**src/rtl/bus_arbiter_if.sv**
```systemverilog
// Bus request/grant bundle between the unit bus controllers and the central arbiter.
// The master side drives requests and the slave side (the arbiter) returns grants.
interface bus_arbiter_if #(
  parameter int N_MASTERS = 3
);
  logic [N_MASTERS-1:0] br;
  logic [N_MASTERS-1:0] bg;
  logic [2:0]           grant_id;
  logic                 bus_busy;
  logic                 timeout;

  modport master (
    output br,
    input  bg,
    input  grant_id,
    input  bus_busy,
    input  timeout
  );

  modport slave (
    input  br,
    output bg,
    output grant_id,
    output bus_busy,
    output timeout
  );
endinterface

```
**src/rtl/bus_arbiter.sv**
```systemverilog
// Round-robin system bus arbiter with a tenure limit and idle turnaround between owners.
// All bus-side outputs are driven directly from flops.
//
//   state | meaning
//   IDLE  | no owner; grant the first requester at or after ptr
//   GRANT | owner holds bg; watch for release or tenure expiry
//   TURN  | forced bg=0 for TURN_CYCLES cycles before re-arbitrating
module bus_arbiter #(
  parameter int N_MASTERS   = 3,
  parameter int MAX_TENURE  = 64,
  parameter int TURN_CYCLES = 1
) (
  input logic         bus_clk,
  input logic         rst,
  bus_arbiter_if.slave bus
);

  typedef enum logic [1:0] {IDLE, GRANT, TURN} state_t;

  state_t     state;
  logic [2:0] ptr;
  logic [7:0] cnt;
  logic [1:0] turn_cnt;

  logic       win_found;
  logic [2:0] win_id;
  logic       owner_req;
  logic       tenure_hit;
  logic [2:0] next_ptr;

  // Search offsets ptr, ptr+1, ... and take the first active request.
  always_comb begin
    win_found = 1'b0;
    win_id    = '0;
    for (int k = 0; k < N_MASTERS; k++) begin
      for (int i = 0; i < N_MASTERS; i++) begin
        if (!win_found && bus.br[i] &&
            (i == int'(ptr) + k || i == int'(ptr) + k - N_MASTERS)) begin
          win_found = 1'b1;
          win_id    = 3'(i);
        end
      end
    end
  end

  // bg is one-hot on the owner, so masking br with it picks the owner's request.
  assign owner_req  = |(bus.bg & bus.br);
  assign tenure_hit = (MAX_TENURE != 0) && (cnt == 8'(MAX_TENURE));
  assign next_ptr   = (bus.grant_id == 3'(N_MASTERS - 1)) ? 3'd0 : bus.grant_id + 3'd1;

  always_ff @(posedge bus_clk or negedge rst) begin
    if (!rst) begin
      state        <= IDLE;
      ptr          <= '0;
      cnt          <= '0;
      turn_cnt     <= '0;
      bus.bg       <= '0;
      bus.grant_id <= '0;
      bus.bus_busy <= 1'b0;
      bus.timeout  <= 1'b0;
    end else begin
      bus.timeout <= 1'b0;
      case (state)
        IDLE: begin
          if (win_found) begin
            bus.bg       <= N_MASTERS'(1) << win_id;
            bus.grant_id <= win_id;
            bus.bus_busy <= 1'b1;
            cnt          <= 8'd1;
            state        <= GRANT;
          end
        end
        GRANT: begin
          if (!owner_req || tenure_hit) begin
            bus.bg       <= '0;
            bus.bus_busy <= 1'b0;
            ptr          <= next_ptr;
            // A voluntary release in the expiry cycle wins, so no timeout then.
            bus.timeout  <= owner_req;
            turn_cnt     <= 2'(TURN_CYCLES - 1);
            state        <= (TURN_CYCLES == 0) ? IDLE : TURN;
          end else if (cnt != 8'hff) begin
            cnt <= cnt + 8'd1;
          end
        end
        TURN: begin
          if (turn_cnt == 2'd0) state <= IDLE;
          else turn_cnt <= turn_cnt - 2'd1;
        end
        default: state <= IDLE;
      endcase
    end
  end

endmodule

```
**src/flat_wrapper.sv**
```systemverilog
// flat-port wrapper written by rule: the top's interface ports become plain ports
module bus_arbiter_flat 
#(
  parameter int N_MASTERS   = 3,
  parameter int MAX_TENURE  = 64,
  parameter int TURN_CYCLES = 1
)
  (bus_clk, rst, bus_br, bus_bg, bus_grant_id, bus_bus_busy, bus_timeout);
  bus_arbiter_if #(.N_MASTERS(N_MASTERS)) bus_i ();
  input logic bus_clk;
  input logic rst;
  input wire logic [$bits(bus_i.br)-1:0] bus_br;
  output wire logic [$bits(bus_i.bg)-1:0] bus_bg;
  output wire logic [$bits(bus_i.grant_id)-1:0] bus_grant_id;
  output wire logic [$bits(bus_i.bus_busy)-1:0] bus_bus_busy;
  output wire logic [$bits(bus_i.timeout)-1:0] bus_timeout;
  assign bus_i.br = bus_br;
  assign bus_bg = bus_i.bg;
  assign bus_grant_id = bus_i.grant_id;
  assign bus_bus_busy = bus_i.bus_busy;
  assign bus_timeout = bus_i.timeout;
  bus_arbiter #(.N_MASTERS(N_MASTERS), .MAX_TENURE(MAX_TENURE), .TURN_CYCLES(TURN_CYCLES)) u_core (.bus_clk(bus_clk), .rst(rst), .bus(bus_i));
endmodule
```
**config.mk**
```make
export PLATFORM = sky130hd
export DESIGN_NAME = bus_arbiter_flat
export DESIGN_NICKNAME = d
export VERILOG_FILES = /design/src/rtl/bus_arbiter_if.sv /design/src/rtl/bus_arbiter.sv /design/src/flat_wrapper.sv
export SDC_FILE = /design/constraint.sdc
export NUM_CORES = 1
export LEC_CHECK = 0
export CAP_MARGIN = 20
export CORE_UTILIZATION = 60
export DETAILED_ROUTE_END_ITERATION = 8
export PLACE_DENSITY_LB_ADDON = 0.25
export SYNTH_ARGS = -nofsm -noshare
export SYNTH_HDL_FRONTEND = slang
export SYNTH_SLANG_ARGS = --single-unit
```
**constraint.sdc**
```tcl
create_clock -name bus_clk -period 5.2 [get_ports bus_clk]
set_input_delay 0.52 -clock bus_clk [delete_from_list [all_inputs] [get_ports bus_clk]]
set_output_delay 0.52 -clock bus_clk [all_outputs]
set_load 0.005 [all_outputs]
```
==> results.json <==
{
  "drtIter0Drc": 113,
  "cts_h_tree_depth": 1,
  "synth-edff-count": 0,
  "finalCritPeriodShare": 0.669,
  "critical_path.cell_chain": "ha_1 > xor2_1 > a21oi_1 > ha_1 > nor3b_1 > nand3_1 > a31oi_1 > nor3_2 > a21oi_1 > mux2_1",
  "syn-num-nets": 234,
  "fraction_of_power_spent_switching_nets": 0.494,
  "cts_buffers": 3,
  "post-synth-top-area-fraction": 0.291,
  "routed_wl_um": 4200,
  "power_leakage_nw": 0.887,
  "syn-mean-instance-area_um2": 9.00,
  "cts_tree": "done",
  "core_um2": 3030,
  "n_antenna_cell": 0,
  "power.density_nw_per_um2": 567,
  "area_growth_syn_to_layout_pct": 9.53,
  "gp_congestion": 0.878,
  "initial_drt_pass_iterations": 4,
  "via_per_inst": 6.20,
  "cellInternalPower_uw": 594,
  "synth_sequential_area_ratio": 0.291,
  "critPathLaunchType": "flip-flop",
  "final-max-slew-violation-count": 0,
  "critical_path.max_stage_delay_ns": 0.58,
  "place_hpwl_um": 3260,
  "num_vias": 1637,
  "num_rows": 20,
  "wl_per_cell_um": 15.9,
  "postCtsSetupRepairBufs": 0,
  "finalWorstPathRequiredPeriod_ns": 3.48,
  "drt.antenna.violating_nets": 0,
  "rsz_0062_raised_after_global_routing": "no",
  "setup-violations-final": 0,
  "ff_latch_area_um2": 551,
  "vias_in_the_first_global_route": 1620,
  "outcome": "finished clean",
  "worst_r2r_path_depth": 10,
  "synth-warning-count": 0,
  "post-layout-total-power_mw": 1.17,
  "grt_max_degree": 23,
  "worstPathRequired_ns": 5.42,
  "fp.dieH_um": 58.1,
  "post_cts_hold_buffer_count": 0,
  "design_area_um2": 2070,
  "placed_cell_area_um2": 2010,
  "share_comb_of_total_power": 0.668,
  "timing.rr.end": "u_core.bus.grant_id[0]",
  "critPathCaptureType": "flip-flop",
  "synthFlopType": "sky130_fd_sc_hd__dfrtp_1",
  "first_pass_grt_wire_length_um": 7300,
  "p_clk_frac": 0.084,
  "worst_ep_arrival_time_ns": 3.70,
  "multi_input_area_um2": 1220,
  "finish.net_count": 245,
  "fillCellCount": 245,
  "timing_limited_maximum_frequency_mhz": 287,
  "critical_path.reg2reg.startpoint": "u_core.ptr[0]",
  "max-vdd-ir-drop_mv": 0.355,
  "synth_area_um2": 1890,
  "number_of_antenna_violations_at_the_first_check_in_global_routing": 0,
  "die_area_um2": 3380,
  "synth_area_leaders": "sky130_fd_sc_hd__dfrtp_1, sky130_fd_sc_hd__ha_1, sky130_fd_sc_hd__a31oi_1",
  "slew_headroom": 0.575,
  "synth_area_leader_cell": "sky130_fd_sc_hd__dfrtp_1",
  "io_buffers": 11,
  "buffer_type_at_the_clock_tree_root": "sky130_fd_sc_hd__clkbuf_4",
  "cts.sink_count": 22,
  "die-width_um": 58.1,
  "post_cts_resized": 0,
  "clk_pin_slew_worst_paths_ns": 0.13,
  "start_util": 0.624,
  "slowest_stage": "sky130_fd_sc_hd__dfrtp_1",
  "ff2ff_setup_slack_ns": 1.72,
  "final-hold-violation-count": 0,
  "netlist-cell-type-count": 62,
  "drv.max_cap_violation_count": 0,
  "io-pin-count": 13,
  "drive_above_1_share": 0.0909,
  "cts_buffer_depth": 2,
  "power.share.sequential": 0.248,
  "drc": 0,
  "insertion_delay_to_the_later_sink_of_the_worst_skew_pair_ns": 0.32,
  "grt.total_usage": 0.279,
  "clock_skew_ns": 0.00344,
  "max_slew.worst_pin.slew_ns": 0.638,
  "synthCells": 210,
  "p_switching_uw": 580,
  "overflow": 0,
  "number_of_flip_flops_and_latches_in_the_synthesized_netlist": 22,
  "critical_path.max_fanout": 11,
  "finalSetupTns_ns": 0,
  "ys_async_rst_share": 1.00,
  "criticalPathCategory": "flip-flop to flip-flop",
  "worst_hold_path_type": "input port to async pin"
}
layout by cell type (no fill, tap or decap), types with 7 or more instances in the layout:
cell	count
sky130_fd_sc_hd__ha_1	19
sky130_fd_sc_hd__dfrtp_1	22
sky130_fd_sc_hd__clkdlybuf4s50_1	11
sky130_fd_sc_hd__a21oi_1	10
sky130_fd_sc_hd__a31oi_1	12
sky130_fd_sc_hd__nand3_1	10
sky130_fd_sc_hd__nor2_1	12
sky130_fd_sc_hd__nand2_1	15
sky130_fd_sc_hd__inv_1	19
sky130_fd_sc_hd__o21ai_0	7
power by group through the flow:
stage	logic (mW)	clock network [mW]	registers [mW]
after CTS	0.777	0.100	0.289
final	0.785	0.0985	0.291
after global routing	0.871	0.104	0.299
after floorplan	0.628	0	0.272
after detailed placement	0.773	0	0.293
after global placement	0.751	0	0.288
sequential cells by signal, indices dropped and copies added, names as in the netlist:
register	count
u_core.state	2
u_core.bus.bus_busy	1
u_core.bus.timeout	1
u_core.bus.grant_id	2
u_core.cnt	8
u_core.turn_cnt	2
u_core.bus.bg	3
u_core.ptr	3
how the worst max path moves through the flow:
| stage | cells past startpoint | endpoint | from |
|---|---|---|---|
| 6_report | 10 | u_core.bus.grant_id[0] | u_core.ptr[0] |
| 5_1_grt | 11 | u_core.cnt[1] | u_core.ptr[0] |
| 4_1_cts | 10 | u_core.bus.grant_id[0] | u_core.ptr[0] |
| 3_5_place_dp | 10 | u_core.bus.grant_id[0] | u_core.ptr[0] |
| 3_3_place_gp | 10 | u_core.bus.grant_id[0] | u_core.ptr[0] |
| 2_1_floorplan | 11 | u_core.bus.grant_id[0] | u_core.ptr[0] |
metrics by stage:
step / hold slack [ns] / cells / utilization / worst slack [ns]
2_1_floorplan: 0.224 / 210 / - / 2.27
4_1_cts: 0.557 / 263 / 0.675 / 1.73
3_5_place_dp: 0.527 / 259 / 0.663 / 1.75
3_3_place_gp: 0.493 / 259 / 0.663 / 1.78
6_report: 0.404 / 264 / 0.684 / 1.72
5_1_grt: 0.410 / 264 / 0.684 / 1.47
routing by layer:
layer  global-route usage  part of all wire  up-vias
li1                     -                 -      809
met1                0.336              0.43      786
met2                0.511              0.52       37
met3               0.0246             0.030        5
met4                0.112             0.014        0
met5                    0                 0        -
synth_stat cells (all sizes together), types with 6 or more instances:
master and number:
a21oi 10, a31oi 13, and3 6, dfrtp 22, ha 19, inv 19
nand2 16, nand3 11, nand4 6, nor2 12, o21ai 12
kinds of logic after synthesis:
logic type | count (synthesis) | synth area share
AOI/OAI and AO/OA | 67 | 0.265
xor gates and xnor gates | 2 | 0.0192
adders and majority gates | 19 | 0.126
buffers and inverters | 25 | 0.0635
DFF | 22 | 0.291
muxes | 3 | 0.0192
other | 1 | 0.00198
and+or+nand+nor | 71 | 0.214
critical path: cells and delay by family (launching register included):
family,cells,cell delay [ns]
AO/OA/AOI/OAI,3,0.77
AND/OR/NAND/NOR,3,0.60
adder cells (fa/ha/maj),2,0.77
XOR/XNOR,1,0.30
multiplexers,1,0.36
flip-flops,1,0.58
cell type report:
type | instances | area share
timing repair buffer | 12 | 0.0665
inverter | 19 | 0.0344
tap | 44 | 0.0266
multi-input combinational | 163 | 0.589
sequential | 22 | 0.266
clock buffer | 4 | 0.0175
(Power assumes the default switching activity.)
==> RTL edit (same settings) <==
`N_MASTERS` is set to 3 in 3 places; all go to 6.
--- a/src/rtl/bus_arbiter_if.sv
+++ b/src/rtl/bus_arbiter_if.sv
@@ -1,7 +1,7 @@
 // Bus request/grant bundle between the unit bus controllers and the central arbiter.
 // The master side drives requests and the slave side (the arbiter) returns grants.
 interface bus_arbiter_if #(
-  parameter int N_MASTERS = 3
+  parameter int N_MASTERS = 6
 );
   logic [N_MASTERS-1:0] br;
   logic [N_MASTERS-1:0] bg;
--- a/src/rtl/bus_arbiter.sv
+++ b/src/rtl/bus_arbiter.sv
@@ -6,7 +6,7 @@
 //   GRANT | owner holds bg; watch for release or tenure expiry
 //   TURN  | forced bg=0 for TURN_CYCLES cycles before re-arbitrating
 module bus_arbiter #(
-  parameter int N_MASTERS   = 3,
+  parameter int N_MASTERS   = 6,
   parameter int MAX_TENURE  = 64,
   parameter int TURN_CYCLES = 1
 ) (
--- a/src/flat_wrapper.sv
+++ b/src/flat_wrapper.sv
@@ -1,7 +1,7 @@
 // flat-port wrapper written by rule: the top's interface ports become plain ports
 module bus_arbiter_flat 
 #(
-  parameter int N_MASTERS   = 3,
+  parameter int N_MASTERS   = 6,
   parameter int MAX_TENURE  = 64,
   parameter int TURN_CYCLES = 1
 )
Interface: changed (resized bus_bg and bus_br); port bits go from 13 to 19. The function was not compared with the original's and may differ.
==> RTL edit against the original RTL <==
  * Worst setup slack worse by 0.90 ns
  * Cell area is 63% higher
  * Routed wire length is 110% higher
  * Global-route usage is 6.3 points higher
  * Largest cell class unchanged
  * Sequential cell count is 4 higher
  * Highest routed layer unchanged
  * Synthesized cell count is 77% higher
  * Synthesized area is 66% higher
Power is left out: the tool's default activity adds up to more than one toggle a clock period on the data nets, which glitch-free logic cannot reach.
==> RTL edit: results (changes against the original RTL) <==
INFO  metric status = complete, no violations (unchanged)
INFO  metric largest_net_degree_at_the_start_of_global_routing = 27 (was 23)
INFO  metric post_synth_inst_count = 372 (was 210)
INFO  metric met1_length = 3900 µm (was 1820 µm)
INFO  metric placement.io_buffers = 18 (was 11)
INFO  metric globalRouteMet1Util = 50.3% (was 33.6%)
INFO  metric dpl_cell_area = 3310 µm² (was 2010 µm²)
INFO  metric clock.fmax = 228 MHz (was 287 MHz)
INFO  metric dp_hpwl = 6830 µm (was 3260 µm)
INFO  metric drt_pass1_iterations = 6 (was 4)
INFO  metric grt_util_all_layers = 34.2% (was 27.9%)
INFO  metric clk_latency = 0.28 ns (was 0.32 ns)
INFO  metric dp_slack = 0.968 ns (was 1.75 ns)
INFO  metric r2r_slack = 0.82 ns (was 1.72 ns)
INFO  metric synth_xor_area_share = 1.40% (was 1.92%)
INFO  metric met2_wirelength = 3950 µm (was 2190 µm)
INFO  metric part_of_the_yosys_area_used_for_sequential_elements = 20.7% (was 29.1%)
INFO  metric synthTopCellsByCount = nand2_1 (38), dfrtp_1 (26), ha_1 (25) (was dfrtp_1 (22), ha_1 (19), inv_1 (19))
INFO  metric dr_total_vias = 3,193 (was 1,637)
INFO  metric routedWlPerCell = 20.3 µm (was 15.9 µm)
INFO  metric worst_min_delay_path_category = reg2reg (was in2async)
INFO  metric slew_worst_pin = 0.702 ns (was 0.638 ns)
INFO  metric netlist-cell-type-count = 87 (was 62)
INFO  metric global_route_met2_usage = 50.9% (was 51.1%)
INFO  metric placed_cells = 440 (was 259)
INFO  metric grt_pass1_vias = 2,881 (was 1,620)
INFO  metric arrival = 4.56 ns (was 3.70 ns)
-- RTL edit: cell count changes after synthesis, sizes merged, moves of 5 or more --
cell,before,now
ha,19,25
a21o,0,6
nand3b,0,7
inv,19,26
nand2,16,38
o22ai,1,8
o22a,0,5
a22oi,1,9
nand3,11,21
buf,5,14
a31oi,13,2
o21ai,12,26
-- RTL edit: worst register-to-register path, cell delays in order (launching register included) --
cell	delay (ns)
dfrtp_1	0.57
ha_1	0.55
ha_1	0.44
inv_1	0.13
ha_1	0.15
inv_1	0.04
ha_1	0.26
nand2b_1	0.11
a211o_1	0.40
o2111a_1	0.32
and4bb_4	0.23
and2_1	0.21
a211oi_2	0.29
nand3_2	0.22
o41ai_2	0.36
-- RTL edit: layout make-up --
class / instances / area (µm²)
multi-input combinational: 302 / 2290
fill: 421 / 1500
sequential: 26 / 651
timing repair buffer: 19 / 188
inverter: 26 / 97.6
tap: 67 / 83.8
clock buffer: 3 / 41.3
clock inverter: 1 / 30.0
